### config.mk
export PLATFORM = sky130hd
export DESIGN_NAME = ddr_write_master_flat
export DESIGN_NICKNAME = d
export VERILOG_FILES = /design/src/rtl/ddr_write_master_pkg.sv /design/src/rtl/ddr_write_master_if.sv /design/src/rtl/ddr_wm_fifo.sv /design/src/rtl/ddr_write_master.sv /design/src/flat_wrapper.sv
export SDC_FILE = /design/constraint.sdc
export NUM_CORES = 1
export LEC_CHECK = 0
export BUFFER_PORTS_ARGS = -buffer_cell sky130_fd_sc_hd__buf_2
export CORE_MARGIN = 1.5
export CORE_UTILIZATION = 40
export CTS_BUF_LIST = sky130_fd_sc_hd__clkbuf_16
export DETAILED_ROUTE_END_ITERATION = 16
export GPL_TIMING_DRIVEN = 0
export SLEW_MARGIN = 25
export SYNTH_ARGS = -nofsm -noshare
export SYNTH_HDL_FRONTEND = slang
export SYNTH_SLANG_ARGS = --single-unit
### constraint.sdc
create_clock -name clk -period 4.4 [get_ports clk]
set_input_delay 0.88 -clock clk [delete_from_list [all_inputs] [get_ports clk]]
set_output_delay 0.88 -clock clk [all_outputs]
set_load 0.05 [all_outputs]
### src/rtl/ddr_write_master_pkg.sv
// Shared types and default sizes for the DDR write master.
// Holds the FSM state enum and the default parameter constants.
package ddr_write_master_pkg;

    localparam int DEF_DATA_WIDTH = 32;
    localparam int DEF_ADDR_WIDTH = 32;
    localparam int DEF_FIFO_DEPTH = 16;

    typedef enum logic {
        IDLE  = 1'b0,
        WRITE = 1'b1
    } state_t;

endpackage

### src/rtl/ddr_write_master_if.sv
// Avalon-MM write-only bus between the write master and a memory slave.
// Ports: address, write, byteenable, writedata (master out), waitrequest (slave out).
interface ddr_write_master_if
    import ddr_write_master_pkg::*;
#(
    parameter int DATA_WIDTH = DEF_DATA_WIDTH,
    parameter int ADDR_WIDTH = DEF_ADDR_WIDTH
);

    logic [ADDR_WIDTH-1:0]   master_address;
    logic                    master_write;
    logic [DATA_WIDTH/8-1:0] master_byteenable;
    logic [DATA_WIDTH-1:0]   master_writedata;
    logic                    master_waitrequest;

    modport master (
        output master_address,
        output master_write,
        output master_byteenable,
        output master_writedata,
        input  master_waitrequest
    );

    modport slave (
        input  master_address,
        input  master_write,
        input  master_byteenable,
        input  master_writedata,
        output master_waitrequest
    );

endinterface

### src/rtl/ddr_wm_fifo.sv
// Show-ahead synchronous FIFO: head is the oldest word, valid while !empty.
// Ports: clk, reset_n, push/push_data, pop, head, full, empty, count.
module ddr_wm_fifo
    import ddr_write_master_pkg::*;
#(
    parameter int DATA_WIDTH = DEF_DATA_WIDTH,
    parameter int DEPTH      = DEF_FIFO_DEPTH
) (
    input  logic                     clk,
    input  logic                     reset_n,
    input  logic                     push,
    input  logic [DATA_WIDTH-1:0]    push_data,
    input  logic                     pop,
    output logic [DATA_WIDTH-1:0]    head,
    output logic                     full,
    output logic                     empty,
    output logic [$clog2(DEPTH):0]   count
);

    localparam int PW = $clog2(DEPTH);
    localparam int CW = PW + 1;

    logic [DATA_WIDTH-1:0] mem [DEPTH];
    logic [PW-1:0]         wr_ptr;
    logic [PW-1:0]         rd_ptr;
    logic [CW-1:0]         cnt;
    logic                  push_ok;
    logic                  pop_ok;

    // A push into a full buffer is dropped even when a pop frees a
    // slot on the same edge.
    assign push_ok = push && !full;
    assign pop_ok  = pop && !empty;

    assign full  = (cnt == CW'(DEPTH));
    assign empty = (cnt == '0);
    assign head  = mem[rd_ptr];
    assign count = cnt;

    always_ff @(posedge clk) begin
        if (push_ok) begin
            mem[wr_ptr] <= push_data;
        end
    end

    always_ff @(posedge clk or negedge reset_n) begin
        if (!reset_n) begin
            wr_ptr <= '0;
            rd_ptr <= '0;
            cnt    <= '0;
        end else begin
            if (push_ok) begin
                wr_ptr <= wr_ptr + PW'(1);
            end
            if (pop_ok) begin
                rd_ptr <= rd_ptr + PW'(1);
            end
            unique case ({push_ok, pop_ok})
                2'b10:   cnt <= cnt + CW'(1);
                2'b01:   cnt <= cnt - CW'(1);
                default: cnt <= cnt;
            endcase
        end
    end

endmodule

### src/rtl/ddr_write_master.sv
// Streams buffered user words to Avalon-MM as one write per word.
// Ports: clk, reset_n, control_* (go/base/length/fixed/done),
//        user_* (push/data/full), avm (Avalon-MM master bus).
module ddr_write_master
    import ddr_write_master_pkg::*;
#(
    parameter int DATA_WIDTH = DEF_DATA_WIDTH,
    parameter int ADDR_WIDTH = DEF_ADDR_WIDTH,
    parameter int FIFO_DEPTH = DEF_FIFO_DEPTH
) (
    input  logic                  clk,
    input  logic                  reset_n,
    input  logic                  control_fixed_location,
    input  logic [ADDR_WIDTH-1:0] control_write_base,
    input  logic [ADDR_WIDTH-1:0] control_write_length,
    input  logic                  control_go,
    output logic                  control_done,
    input  logic                  user_write_buffer,
    input  logic [DATA_WIDTH-1:0] user_buffer_data,
    output logic                  user_buffer_full,
    ddr_write_master_if.master    avm
);

    localparam int BPW = DATA_WIDTH / 8;
    localparam logic [ADDR_WIDTH-1:0] BPW_A    = ADDR_WIDTH'(BPW);
    localparam logic [ADDR_WIDTH-1:0] LEN_MASK = ~ADDR_WIDTH'(BPW - 1);

    state_t                  state;
    state_t                  state_nx;
    logic [ADDR_WIDTH-1:0]   addr;
    logic [ADDR_WIDTH-1:0]   addr_nx;
    logic [ADDR_WIDTH-1:0]   remaining;
    logic [ADDR_WIDTH-1:0]   rem_nx;
    logic [ADDR_WIDTH-1:0]   len_aligned;
    logic                    fixed_q;
    logic                    fixed_nx;
    logic                    done_q;
    logic                    done_nx;
    logic                    accept;

    logic [DATA_WIDTH-1:0]         head;
    logic                          empty;
    logic                          full;
    logic [$clog2(FIFO_DEPTH):0]   unused_count;

    ddr_wm_fifo #(
        .DATA_WIDTH (DATA_WIDTH),
        .DEPTH      (FIFO_DEPTH)
    ) u_fifo (
        .clk       (clk),
        .reset_n   (reset_n),
        .push      (user_write_buffer),
        .push_data (user_buffer_data),
        .pop       (accept),
        .head      (head),
        .full      (full),
        .empty     (empty),
        .count     (unused_count)
    );

    // Sub-word length bits carry no meaning; a length below one word
    // becomes zero and the go only blips done.
    assign len_aligned = control_write_length & LEN_MASK;

    assign avm.master_write      = (state == WRITE) && !empty;
    assign avm.master_address    = addr;
    assign avm.master_writedata  = head;
    assign avm.master_byteenable = '1;
    assign accept = avm.master_write && !avm.master_waitrequest;

    assign control_done     = done_q;
    assign user_buffer_full = full;

    always_ff @(posedge clk or negedge reset_n) begin
        if (!reset_n) begin
            state     <= IDLE;
            addr      <= '0;
            remaining <= '0;
            fixed_q   <= 1'b0;
            done_q    <= 1'b1;
        end else begin
            state     <= state_nx;
            addr      <= addr_nx;
            remaining <= rem_nx;
            fixed_q   <= fixed_nx;
            done_q    <= done_nx;
        end
    end

    always_comb begin
        state_nx = state;
        addr_nx  = addr;
        rem_nx   = remaining;
        fixed_nx = fixed_q;
        done_nx  = done_q;
        unique case (state)
            IDLE: begin
                done_nx = 1'b1;
                if (control_go) begin
                    done_nx  = 1'b0;
                    addr_nx  = control_write_base;
                    rem_nx   = len_aligned;
                    fixed_nx = control_fixed_location;
                    if (len_aligned != '0) begin
                        state_nx = WRITE;
                    end
                end
            end
            WRITE: begin
                if (accept) begin
                    rem_nx = remaining - BPW_A;
                    if (!fixed_q) begin
                        addr_nx = addr + BPW_A;
                    end
                    // Last word: finish on the accepting edge.
                    if (remaining == BPW_A) begin
                        state_nx = IDLE;
                        done_nx  = 1'b1;
                    end
                end
            end
        endcase
    end

endmodule

### src/flat_wrapper.sv
// flat-port wrapper written by rule: the top's interface ports become plain ports
module ddr_write_master_flat import ddr_write_master_pkg::*;
#(
    parameter int DATA_WIDTH = DEF_DATA_WIDTH,
    parameter int ADDR_WIDTH = DEF_ADDR_WIDTH,
    parameter int FIFO_DEPTH = DEF_FIFO_DEPTH
)
  (clk, reset_n, control_fixed_location, control_write_base, control_write_length, control_go, control_done, user_write_buffer, user_buffer_data, user_buffer_full, avm_master_address, avm_master_write, avm_master_byteenable, avm_master_writedata, avm_master_waitrequest);
  ddr_write_master_if #(.DATA_WIDTH(DATA_WIDTH), .ADDR_WIDTH(ADDR_WIDTH)) avm_i ();
  input  logic clk;
  input  logic reset_n;
  input  logic control_fixed_location;
  input  logic [ADDR_WIDTH-1:0] control_write_base;
  input  logic [ADDR_WIDTH-1:0] control_write_length;
  input  logic control_go;
  output logic control_done;
  input  logic user_write_buffer;
  input  logic [DATA_WIDTH-1:0] user_buffer_data;
  output logic user_buffer_full;
  output wire logic [$bits(avm_i.master_address)-1:0] avm_master_address;
  output wire logic [$bits(avm_i.master_write)-1:0] avm_master_write;
  output wire logic [$bits(avm_i.master_byteenable)-1:0] avm_master_byteenable;
  output wire logic [$bits(avm_i.master_writedata)-1:0] avm_master_writedata;
  input wire logic [$bits(avm_i.master_waitrequest)-1:0] avm_master_waitrequest;
  assign avm_master_address = avm_i.master_address;
  assign avm_master_write = avm_i.master_write;
  assign avm_master_byteenable = avm_i.master_byteenable;
  assign avm_master_writedata = avm_i.master_writedata;
  assign avm_i.master_waitrequest = avm_master_waitrequest;
  ddr_write_master #(.DATA_WIDTH(DATA_WIDTH), .ADDR_WIDTH(ADDR_WIDTH), .FIFO_DEPTH(FIFO_DEPTH)) u_core (.clk(clk), .reset_n(reset_n), .control_fixed_location(control_fixed_location), .control_write_base(control_write_base), .control_write_length(control_write_length), .control_go(control_go), .control_done(control_done), .user_write_buffer(user_write_buffer), .user_buffer_data(user_buffer_data), .user_buffer_full(user_buffer_full), .avm(avm_i));
endmodule
# Word-level counts from Yosys, hierarchy flattened
# Memories as Yosys holds them, arrays and structs flattened.
# Index checks and enable logic that the tools add are counted.
# Widths: inputs -> output; s select.
[totals] out_inout_bits=71 wordCells=57 ff_bits=80 ram_bits=512 in_bits=102 memories=1
[mem_list] memory="u_core.u_fifo.mem" words=16 width=32 rd=1 rd_clocked_by_memory_dff=0 wr=1 line="ddr_wm_fifo.sv:23" rtl="logic [DATA_WIDTH-1:0] mem [DEPTH];"
[op_classes] bitwise=1 muxes=19 reduce_logical=14 add_sub_neg=6 eq_ne=8
[op_table] op="$mux 32" count=5
[op_table] op="$pmux 32 s2" count=2
[op_table] op="$add 32x3->32 const B" count=1
[op_table] op="$eq 32x3->1 const B" count=1
[op_table] op="$reduce_bool 32->1" count=1
[op_table] op="$sub 32x3->32 const B" count=1
[op_table] op="$pmux 5 s2" count=1
[op_table] op="$mux 1" count=9
[op_table] op="$add 4x1->4 const B" count=2
[op_table] op="$ne 2x2->1 const B" count=4
[op_table] op="$reduce_and 2->1" count=3
[op_table] op="$add 5x1->5 const B" count=1
[op_table] op="$eq 5x5->1 const B" count=1
[op_table] op="$logic_not 5->1" count=1
[op_table] op="$sub 5x1->5 const B" count=1
[op_table] op="$logic_and 1x1->1" count=4
[op_table] op="$pmux 1 s2" count=2
[op_table] op="$logic_not 1->1" count=3
[op_table] op="$reduce_and 3->1" count=1
[op_table] op="$eq 2x1->1 const B" count=1
[op_table] op="$eq 2x2->1 const B" count=1
[op_table] op="$reduce_bool 2->1" count=1
[op_table] op="$not 1->1" count=1

# Logic depth before layout (Yosys ltp)
# Gate-level depths: netlist of the first run.
[depth] word_depth=7 ltp_mapped=13 mapped_depth_nobuf=12

# Hierarchy
# Synthesis of the first run repeated with hierarchy kept, for this count alone.
[hier_totals] hier_cells=1502 hier_area_um2=24591.1
[modules_own_cells] mod="ddr_wm_fifo" instances=1 cells_each=1012 area_each_um2=20392.1 seq_area_each_um2=15700.1
[modules_own_cells] mod="ddr_write_master" instances=1 cells_each=490 area_each_um2=4199.0 seq_area_each_um2=1627.8

# Least setup slack after synthesis of the first run
# No wires, ideal clock.
[synth_timing] path_kind="input to register" startpoint="input user_write_buffer" endpoint="memory u_core.u_fifo.mem[3][0] (netlist name), enable pin" arrival_time_ps=3627 slack_ps=312 path_stages=4 cell_sequence="and2_1 clkbuf_1 nand2_1 nor3_1"
[synth_between] elab_chain_len=3
[synth_rtl] item="start, declared" line="flat_wrapper.sv:17" rtl="input logic user_write_buffer;"
[synth_rtl] item="$logic_and 1x1->1" line="ddr_wm_fifo.sv:32" rtl="assign push_ok = push && !full;"
[synth_rtl] item="$mux 1" line="ddr_wm_fifo.sv:41" rtl="if (push_ok) begin"
[synth_rtl] item="$mux 1 (implied by the code)" line="ddr_wm_fifo.sv:42" rtl="mem[wr_ptr] <= push_data;"
[synth_rtl] item="end, declared" line="ddr_wm_fifo.sv:23"
# No other way between the ends.

# Worst setup path in the final report of the first run
[layout_timing] startpoint="register u_core.u_fifo.rd_ptr[1]" endpoint="output avm_master_writedata[18]"
[layout_between] elab_chain_len=1
[layout_rtl] item="start, declared" line="ddr_wm_fifo.sv:25" rtl="logic [PW-1:0] rd_ptr;"
[layout_rtl] item="start signal, assigned" line="ddr_wm_fifo.sv:56" rtl="rd_ptr <= rd_ptr + PW'(1);"
[layout_rtl] item="$mem_v2 16x32"
[layout_rtl] item="end, declared" line="flat_wrapper.sv:23" rtl="output wire logic [$bits(avm_i.master_writedata)-1:0] avm_master_writedata;"
# No other way between the ends.

==> impl_metrics.env, run 1 <==
export IMPL_synth_flop_cell="edfxtp_1"
export IMPL_synth_most_common_cell="edfxtp_1"
export IMPL_synth_edf_count=512
export IMPL_viasPerCell=5.63
export IMPL_fp_coreArea_um2=60100
export IMPL_die_h_um=249
export IMPL_grt_usage_pct=19.4
export IMPL_p_comb_share_pct=34.1
export IMPL_numCtsBuffers=61
export IMPL_worst_slew_pin_slew_ns=1.04
export IMPL_area_growth_pct=19.9
export IMPL_synth_top_area_share_pct=63.4
export IMPL_grt_antenna_before_repair=9
export IMPL_wl_per_cell_um=24.7
export IMPL_firstDrtPassIters=6
export IMPL_cts_sinks=590
export IMPL_hold_violations=0
export IMPL_period_needed_ns=4.27
export IMPL_fmax_mhz=234
export IMPL_ys_seq_area_share_pct=71.5
export IMPL_clock_latency_ns=0.63
export IMPL_clock_skew_final_ns=0.0334
export IMPL_synth_area_leaders="edfxtp_1 63%, mux4_2 15%, dfrtp_1 7.9%"
export IMPL_drive_gt1_share_pct=32.5
export IMPL_cts_hold_buffers=0
export IMPL_cts_tree="built"
export IMPL_place_ws_ns=0.223
export IMPL_setup_tns_ns=0
export IMPL_max_cap_viol_count=0
export IMPL_criticalPathCategory="reg2out"
export IMPL_rows=90
export IMPL_worstSetupStartpointType="flip-flop"
export IMPL_ys_seq_elements=590
export IMPL_grt_first_pass_wirelength_mm=90.0
export IMPL_grt_pass1_vias=13800
export IMPL_synthesis_area_um2=24300
export IMPL_ys_top_cells_by_count="512 x edfxtp_1, 160 x mux4_2, 77 x dfrtp_1"
export IMPL_rsz0062_at_grt="yes"
export IMPL_synth_cell_type_count=76
export IMPL_switching_share_pct=34.3
export IMPL_clkPwrFrac_pct=28.4
export IMPL_ant_nets=0
export IMPL_dieWidth_um=249
export IMPL_drt_initial_drc_count=1247
export IMPL_portBuffers=166
export IMPL_drv_slew=0
export IMPL_yosys_area_top_type="edfxtp_1"
export IMPL_cp_data_arrival_time_ns=3.39
export IMPL_dpl_instance_area_um2=27000
export IMPL_powerDensity_nw_per_um2=632
export IMPL_synth_cells=1321
export IMPL_cts_clk_slew_worst_paths_ns=0.06
export IMPL_setup_viol=0
export IMPL_clk_path_buf_depth=3
export IMPL_slew_headroom_pct=30.6
export IMPL_crit_required_ns=3.52
export IMPL_cp_end_kind="primary output"
export IMPL_vias=13700
export IMPL_nFillCells=5085
export IMPL_nNetsFinal=1715
export IMPL_grt_max_degree=53
export IMPL_holdWs_ns=0.113
export IMPL_power_switching_mw=6.29
export IMPL_gp_congestion=0.886
export IMPL_avgSynthCellArea_um2=18.4
export IMPL_leakagePower_nw=9.87
export IMPL_ir_drop_mv=0.692
export IMPL_h_tree_depth=2
export IMPL_cts_root_buffer="clkbuf_16"
export IMPL_critical_path_peak_fanout=10
export IMPL_routed_wl_mm=60.3
export IMPL_status="finished clean"
export IMPL_utilization_pct=48.3
export IMPL_gr_total_overflow=0
export IMPL_drc=0
export IMPL_pin_count=173
export IMPL_fin_crit_sh_pct=97.1
export IMPL_layout_setup_ws_ns=0.127
export IMPL_min_path_type="in2async"
export IMPL_seqPwrFrac_pct=37.5
export IMPL_ys_warn_count=0
export IMPL_start_util_pct=40.3
export IMPL_finalInstanceArea_um2=29100
export IMPL_die_area_um2=62100
export IMPL_power_internal_mw=12.1
export IMPL_dpl_hpwl_mm=40.6
export IMPL_synth_async_reset_ratio_pct=13.2
-- cell type report --
| type | count | area [um2] | share of cell area, % |
|---|---|---|---|
| antenna | 3 | 7.51 | 0.0258 |
| buffer | 79 | 355 | 1.22 |
| clock buffer | 61 | 1530 | 5.25 |
| clock inverter | 53 | 523 | 1.80 |
| inverter | 24 | 90.1 | 0.310 |
| multi-input combinational | 631 | 6640 | 22.8 |
| sequential | 590 | 17300 | 59.6 |
| tap | 782 | 978 | 3.37 |
| timing repair buffer | 213 | 1630 | 5.59 |
-- routing by layer --
metal / up-vias / track usage (%) / wire [um]
li1: 5993 / - / -
met1: 7205 / 27.3 / 26000
met2: 423 / 31.8 / 29700
met3: 94 / 2.97 / 3430
met4: 10 / 5.07 / 1130
met5: - / 0 / 69
-- flip-flops by register name, indices dropped and copies added, names as in the netlist --
name and flops:
u_core.avm.master_address 32, u_core.control_done 1, u_core.fixed_q 1, u_core.remaining 30, u_core.state 1, u_core.u_fifo.count 5, u_core.u_fifo.mem 512, u_core.u_fifo.rd_ptr 4
u_core.u_fifo.wr_ptr 4
-- cell families after synthesis --
logic type	share of synthesized area, %
xor+xnor	0.433
simple gates	5.31
mux	15.4
fa+ha+maj	0.702
other cells	0.0155
flops	71.5
buf+inv	1.69
compound gates	4.97
-- what timing repair did --
action	4_1_cts	5_1_grt
endpoints found under the setup margin	32	22
gates resized for setup	29	12
setup buffers	0	0
-- worst paths after layout --
check	start	endpoint	slack, ns	depth (start not counted)
max reg2reg	u_core.u_fifo.count[1]	u_core.u_fifo.count[4]	0.84	11
max in group asynchronous	reset_n	u_core.control_done	3.67	2
max	u_core.u_fifo.rd_ptr[1]	avm_master_writedata[18]	0.13	5
min	reset_n	u_core.avm.master_address[7]	0.11	1
min reg2reg	u_core.avm.master_address[1]	u_core.avm.master_address[1]	0.48	2
min in group clk	control_write_base[1]	u_core.avm.master_address[1]	0.45	3
-- cells in the final DEF (no fill, tap or decap), types with 13 or more instances in the layout --
cell         n
clkinv_1    14
buf_2      174
nand2_1     61
edfxtp_1   512
clkbuf_1    51
clkinv_2    16
o21ai_0     42
a21oi_1     46
nor2_1      41
nand4_1     15
nor3_1      13
nand3_1     17
inv_1       29
mux4_2     160
buf_4       26
buf_16      17
dfrtp_1     77
clkbuf_16   61
nor4_1      19
-- metrics by stage --
| step | std cells | power, mW |
|---|---|---|
| after detailed placement | 2319 | 13.4 |
| after global routing | 2436 | 19.1 |
| after CTS | 2433 | 18.6 |
| after global placement | 2272 | 13.0 |
| final | 2436 | 18.4 |
| after floorplan | 1324 | 11.3 |
-- power by group through the flow --
stage	sequential (mW)	combinational, mW	clock, mW
finish	6.89	6.26	5.22
global route	6.94	6.66	5.53
CTS	6.89	6.40	5.32
detailed placement	7.00	6.35	0
global placement	7.04	6.00	0
floorplan	7.07	4.27	0
-- worst max-delay path, cell delays in order, from the launching register on --
cell      delay [ns]
dfrtp_1         0.41
clkbuf_1        0.44
clkbuf_1        0.68
mux4_2          0.43
mux4_2          0.55
buf_2           0.25
(Power assumes the default switching activity.)
==> inputs of run 2 (changes only) <==
ABC_AREA = 1   (was unset)
==> run 2 against run 1 <==
Net effect: maximum frequency increased by 4.8%; worst setup slack improved by 0.20 ns; worst hold slack improved by 0.052 ns; clock power increased by 3%; critical path depth increased by 3; count of clock-buffer cells in the layout increased by 6; clock skew decreased by 0.015 ns; critical path type unchanged; highest routed layer unchanged.
==> impl_metrics.env, run 2 <==
export IMPL_grt_antenna_before_repair=5
export IMPL_firstDrtPassIters=6
export IMPL_dpl_hpwl_mm=56.6
export IMPL_total_power_mw=22.5
export IMPL_grt_pass1_vias=19200
export IMPL_grt_max_degree=49
export IMPL_gr_total_overflow=0
export IMPL_critPathMaxStageDelay_ns=0.63
export IMPL_powerDensity_nw_per_um2=734
export IMPL_period_needed_ns=4.08
export IMPL_synth_edf_count=512
export IMPL_vias=19900
export IMPL_utilization_pct=48.4
export IMPL_status="finished clean"
export IMPL_drt_initial_drc_count=2366
export IMPL_synth_most_common_cell="nor2_1"
export IMPL_rsz0062_at_grt="no"
export IMPL_drv_slew=0
export IMPL_crit_chain="buf_2 -> buf_2 -> clkbuf_1 -> o21ai_0 -> o211ai_1 -> nand3_1 -> nand2_1 -> buf_2"
export IMPL_numCtsBuffers=67
export IMPL_ys_seq_elements=590
export IMPL_die_h_um=257
export IMPL_regMostFlops="u_core.u_fifo.mem"
export IMPL_holdWs_ns=0.165
export IMPL_dpl_instance_area_um2=28500
export IMPL_synth_flop_cell="edfxtp_1"
export IMPL_max_cap_viol_count=0
export IMPL_synth_top_area_share_pct=59.8
export IMPL_dr_wl_met3_mm=6.99
export IMPL_crit_family="buffers and inverters"
export IMPL_pin_count=173
export IMPL_criticalPathCategory="reg2out"
export IMPL_slew_headroom_pct=23.5
export IMPL_yosys_area_top_type="edfxtp_1"
export IMPL_wl_met1_mm=34.2
export IMPL_cp_end_kind="primary output"
export IMPL_synth_cells=2416
export IMPL_crit_path_top_delay_cell="clkbuf_1"
export IMPL_drc=0
export IMPL_cp_data_arrival_time_ns=3.20
export IMPL_ir_drop_mv=0.516
export IMPL_critical_path_peak_fanout=10
export IMPL_clock_latency_ns=0.61
export IMPL_grt_first_pass_wirelength_mm=122
export IMPL_ys_top_cells_by_count="580 x nor2_1, 512 x edfxtp_1, 353 x nand2_1"
export IMPL_largest_reg_flops=512
export IMPL_avgSynthCellArea_um2=10.6
export IMPL_worst_slew_pin_slew_ns=1.15
export IMPL_finalInstanceArea_um2=30700
export IMPL_nNetsFinal=2799
export IMPL_setup_viol=0
export IMPL_critPathMostFrequentCell="buf_2"
export IMPL_clk_path_buf_depth=3
export IMPL_cts_sinks=590
export IMPL_h_tree_depth=3
export IMPL_ant_nets=0
export IMPL_ys_warn_count=0
export IMPL_cts_hold_buffers=0
export IMPL_mostFrequentLayoutCell="nor2_1"
export IMPL_register_area_um2=17300
export IMPL_wl_met2_mm=39.8
export IMPL_hold_violations=0
export IMPL_crit_required_ns=3.52
export IMPL_path_buf_inv=4
export IMPL_viasPerCell=5.54
export IMPL_area_growth_pct=19.1
export IMPL_drive_gt1_share_pct=13.7
export IMPL_fp_coreArea_um2=63300
export IMPL_cts_clk_slew_worst_paths_ns=0.06
export IMPL_synth_area_leaders="edfxtp_1 60%, nor2_1 8.5%, dfrtp_1 7.5%"
export IMPL_highest_layer="met5"
export IMPL_layout_setup_ws_ns=0.322
export IMPL_routed_wl_mm=84.0
export IMPL_start_util_pct=40.6
export IMPL_grt_usage_pct=25.0
export IMPL_nFillCells=5776
export IMPL_gp_congestion=0.952
export IMPL_fmax_mhz=245
export IMPL_cts_root_buffer="clkbuf_16"
export IMPL_most_common_layout_cells="564 x nor2_1, 512 x edfxtp_1, 353 x nand2_1, 247 x o21ai_0, 206 x buf_2"
export IMPL_synth_async_reset_ratio_pct=13.2
export IMPL_post_cts_buffers=0
export IMPL_leakagePower_nw=11.3
export IMPL_ys_seq_area_share_pct=67.3
export IMPL_fin_crit_sh_pct=92.7
export IMPL_portBuffers=166
export IMPL_wl_per_cell_um=23.4
export IMPL_synth_cell_type_count=36
export IMPL_cts_tree="built"
export IMPL_synthesis_area_um2=25700
export IMPL_dieWidth_um=257
export IMPL_clock_skew_final_ns=0.0183
export IMPL_worstSetupStartpointType="flip-flop"
export IMPL_place_ws_ns=0.972
export IMPL_rows=92
export IMPL_cts_resized=0
export IMPL_die_area_um2=65900
export IMPL_multi_input_area_um2=7540
export IMPL_min_path_type="in2async"
run 2: power by group:
group / switching, mW / internal, mW / leakage (nW)
registers: 0.564 / 6.91 / 5.58
logic: 7.24 / 2.40 / 4.61
clock network: 2.34 / 3.05 / 1.09
run 2: stage by stage:
step / instances / TNS (ns)
floorplan: 2419 / 0
global route: 3584 / 0
finish: 3584 / 0
detailed placement: 3461 / 0
CTS: 3583 / 0
global placement: 3431 / -303.50
run 2: layer usage:
| metal | up-vias | global-route usage [%] |
|---|---|---|
| li1 | 8995 | - |
| met1 | 9675 | 33.2 |
| met2 | 988 | 41.1 |
| met3 | 185 | 4.46 |
| met4 | 8 | 9.49 |
| met5 | - | 0 |
run 2: area by class of cell:
type	count	area share, %
repair buffers	196	5.28
multi-input cells	1602	24.6
plain buffers	135	2.11
diodes	1	0.00816
flip-flops and latches	590	56.5
clock buffers	67	5.47
clock inverters	55	1.43
well taps	846	3.45
inverters	92	1.13
run 2: cells by family after synthesis:
logic type / after synthesis / synth area share (%)
compound gates: 506 / 11.2
xor+xnor: 12 / 0.408
fa+ha+maj: 13 / 0.661
buf+inv: 227 / 3.85
flops: 590 / 67.3
other cells: 1 / 0.0146
simple gates: 1067 / 16.5
run 2: worst paths after layout:
check | start | endpoint | slack (ns) | cells past startpoint
setup / recovery | u_core.u_fifo.rd_ptr[1] | avm_master_writedata[28] | 0.32 | 8
setup reg to reg | u_core.u_fifo.count[0] | u_core.u_fifo.count[4] | 1.49 | 14
hold reg to reg | u_core.avm.master_address[1] | u_core.avm.master_address[1] | 0.47 | 2
min in group clk | control_write_base[0] | u_core.avm.master_address[0] | 0.47 | 3
hold / removal | reset_n | u_core.remaining[5] | 0.16 | 1
max in group asynchronous | reset_n | u_core.u_fifo.rd_ptr[2] | 3.66 | 2
==> inputs of run 3 (changes only) <==
BUFFER_PORTS_ARGS = -buffer_cell sky130_fd_sc_hd__clkbuf_2   (was -buffer_cell sky130_fd_sc_hd__buf_2)
==> run 3 against run 2 <==
Net effect: critical endpoint is now avm_master_writedata[31]; total power down 1.9%; worst setup slack worse by 0.14 ns; non-clock buffer count up 4.
==> impl_metrics.env, run 3 (synthesis results as in run 2) <==
export IMPL_routed_wl_mm=84.3
export IMPL_wl_per_cell_um=23.5
export IMPL_n_antenna_cell=0
export IMPL_hold_violations=0
export IMPL_setup_viol=0
export IMPL_highest_layer="met5"
export IMPL_cts_sinks=590
export IMPL_cp_data_arrival_time_ns=3.34
export IMPL_period_needed_ns=4.22
export IMPL_cts_tree="built"
export IMPL_layout_setup_ws_ns=0.182
export IMPL_dp_cells=3465
export IMPL_die_area_um2=65900
export IMPL_wl_met2_mm=39.5
export IMPL_max_cap_viol_count=0
export IMPL_drv_slew=0
export IMPL_grt_pass1_vias=19200
export IMPL_place_ws_ns=0.962
export IMPL_dpl_instance_area_um2=28600
export IMPL_worst_slew_pin_slew_ns=1.12
export IMPL_portBuffers=166
export IMPL_total_power_mw=22.1
export IMPL_status="finished clean"
export IMPL_grt_first_pass_wirelength_mm=125
export IMPL_critical_path_peak_fanout=10
export IMPL_drive_gt1_share_pct=13.5
export IMPL_clk_path_buf_depth=3
export IMPL_gp_congestion=0.926
export IMPL_dieWidth_um=257
export IMPL_rsz0062_at_grt="no"
export IMPL_criticalPathCategory="reg2out"
export IMPL_leakagePower_nw=11.2
export IMPL_area_growth_pct=18.7
export IMPL_cp_end_kind="primary output"
export IMPL_viasPerCell=5.54
export IMPL_r2r_slack_ns=1.40
export IMPL_regMostFlops="u_core.u_fifo.mem"
export IMPL_finalInstanceArea_um2=30500
export IMPL_fmax_mhz=237
export IMPL_fin_crit_sh_pct=95.9
export IMPL_nNetsFinal=2797
export IMPL_slew_headroom_pct=25.2
export IMPL_ff2ff_path_depth=13
export IMPL_wl_met1_mm=35.2
export IMPL_dr_wl_met3_mm=6.78
export IMPL_timing_rr_end="u_core.u_fifo.count[4]"
export IMPL_numCtsBuffers=61
export IMPL_crit_required_ns=3.52
export IMPL_vias=19800
export IMPL_rows=92
export IMPL_cts_root_buffer="clkbuf_16"
export IMPL_pin_count=173
export IMPL_grt_usage_pct=25.5
export IMPL_cts_clk_slew_worst_paths_ns=0.07
export IMPL_post_cts_buffers=0
export IMPL_mostFrequentLayoutCell="nor2_1"
export IMPL_most_common_layout_cells="564 x nor2_1, 512 x edfxtp_1, 353 x nand2_1, 247 x o21ai_0, 165 x clkbuf_2"
export IMPL_firstDrtPassIters=5
export IMPL_cts_resized=0
export IMPL_grt_max_degree=58
export IMPL_instances_no_fill=3580
export IMPL_powerDensity_nw_per_um2=723
export IMPL_largest_reg_flops=512
export IMPL_fp_coreArea_um2=63300
export IMPL_dpl_hpwl_mm=57.6
export IMPL_h_tree_depth=2
export IMPL_ant_nets=0
export IMPL_ir_drop_mv=0.600
export IMPL_cts_hold_buffers=0
export IMPL_timing_rr_start="u_core.u_fifo.count[0]"
export IMPL_drt_initial_drc_count=2320
export IMPL_min_path_type="in2async"
export IMPL_die_h_um=257
export IMPL_clock_skew_final_ns=0.0342
export IMPL_worstSetupStartpointType="flip-flop"
export IMPL_grt_antenna_before_repair=4
export IMPL_gr_total_overflow=0
export IMPL_start_util_pct=40.6
export IMPL_drc=0
export IMPL_clock_latency_ns=0.66
-- run 3: cell count changes in the layout (fill, tap and decap cells not counted), sizes merged --
cell	previous run	this run
clkinv	28	36
diode	1	0
clkbuf	126	286
inv	113	104
buf	272	110
bufinv	4	3
clkinvlp	2	3
-- run 3: stage by stage --
step | util (%) | TNS (ns) | hold WS (ns)
2_1_floorplan | - | 0 | 0.464
3_5_place_dp | 45.2 | 0 | 0.473
3_3_place_gp | 43.6 | -304.83 | 0.464
6_report | 48.2 | 0 | 0.113
4_1_cts | 48.2 | 0 | 0.0911
5_1_grt | 48.2 | 0 | 0.108
-- run 3: layout make-up --
class                           count  area (um2)
Tap cell                          846        1060
Sequential cell                   590       17300
Clock buffer                       61        1530
Clock inverter                     54         374
Fill cell                        5763       32800
Buffer                            135         644
Inverter                           92         345
Multi-Input combinational cell   1602        7540
Timing Repair Buffer              200        1730
-- run 3: worst max-delay path, cell delays in order (launching register included) --
cell	delay, ns
dfrtp_1	0.34
buf_2	0.20
buf_2	0.30
clkbuf_1	0.72
o21ai_0	0.20
o211ai_1	0.27
o211ai_1	0.15
nand2_1	0.18
clkbuf_2	0.30
-- run 3: where the power goes --
group	internal [mW]	switching [mW]
combinational	2.42	7.24
sequential	6.91	0.568
clock	2.70	2.25
total	12.0	10.1
-- run 3: worst max path at each step --
stage | from | end | cells after the start
final | u_core.u_fifo.rd_ptr[1] | avm_master_writedata[31] | 8
after global routing | u_core.u_fifo.rd_ptr[1] | avm_master_writedata[31] | 8
after CTS | u_core.u_fifo.rd_ptr[1] | avm_master_writedata[31] | 8
after detailed placement | u_core.u_fifo.rd_ptr[1] | avm_master_writedata[31] | 8
after global placement | user_write_buffer | u_core.u_fifo.mem[11][13] | 5
after floorplan | user_write_buffer | u_core.u_fifo.mem[11][0] | 4
-- run 3: per-layer routing --
metal,vias up,global-route usage [%]
met1,9686,34.8
met4,8,9.02
li1,8984,-
met5,-,0
met3,184,4.52
met2,955,40.9
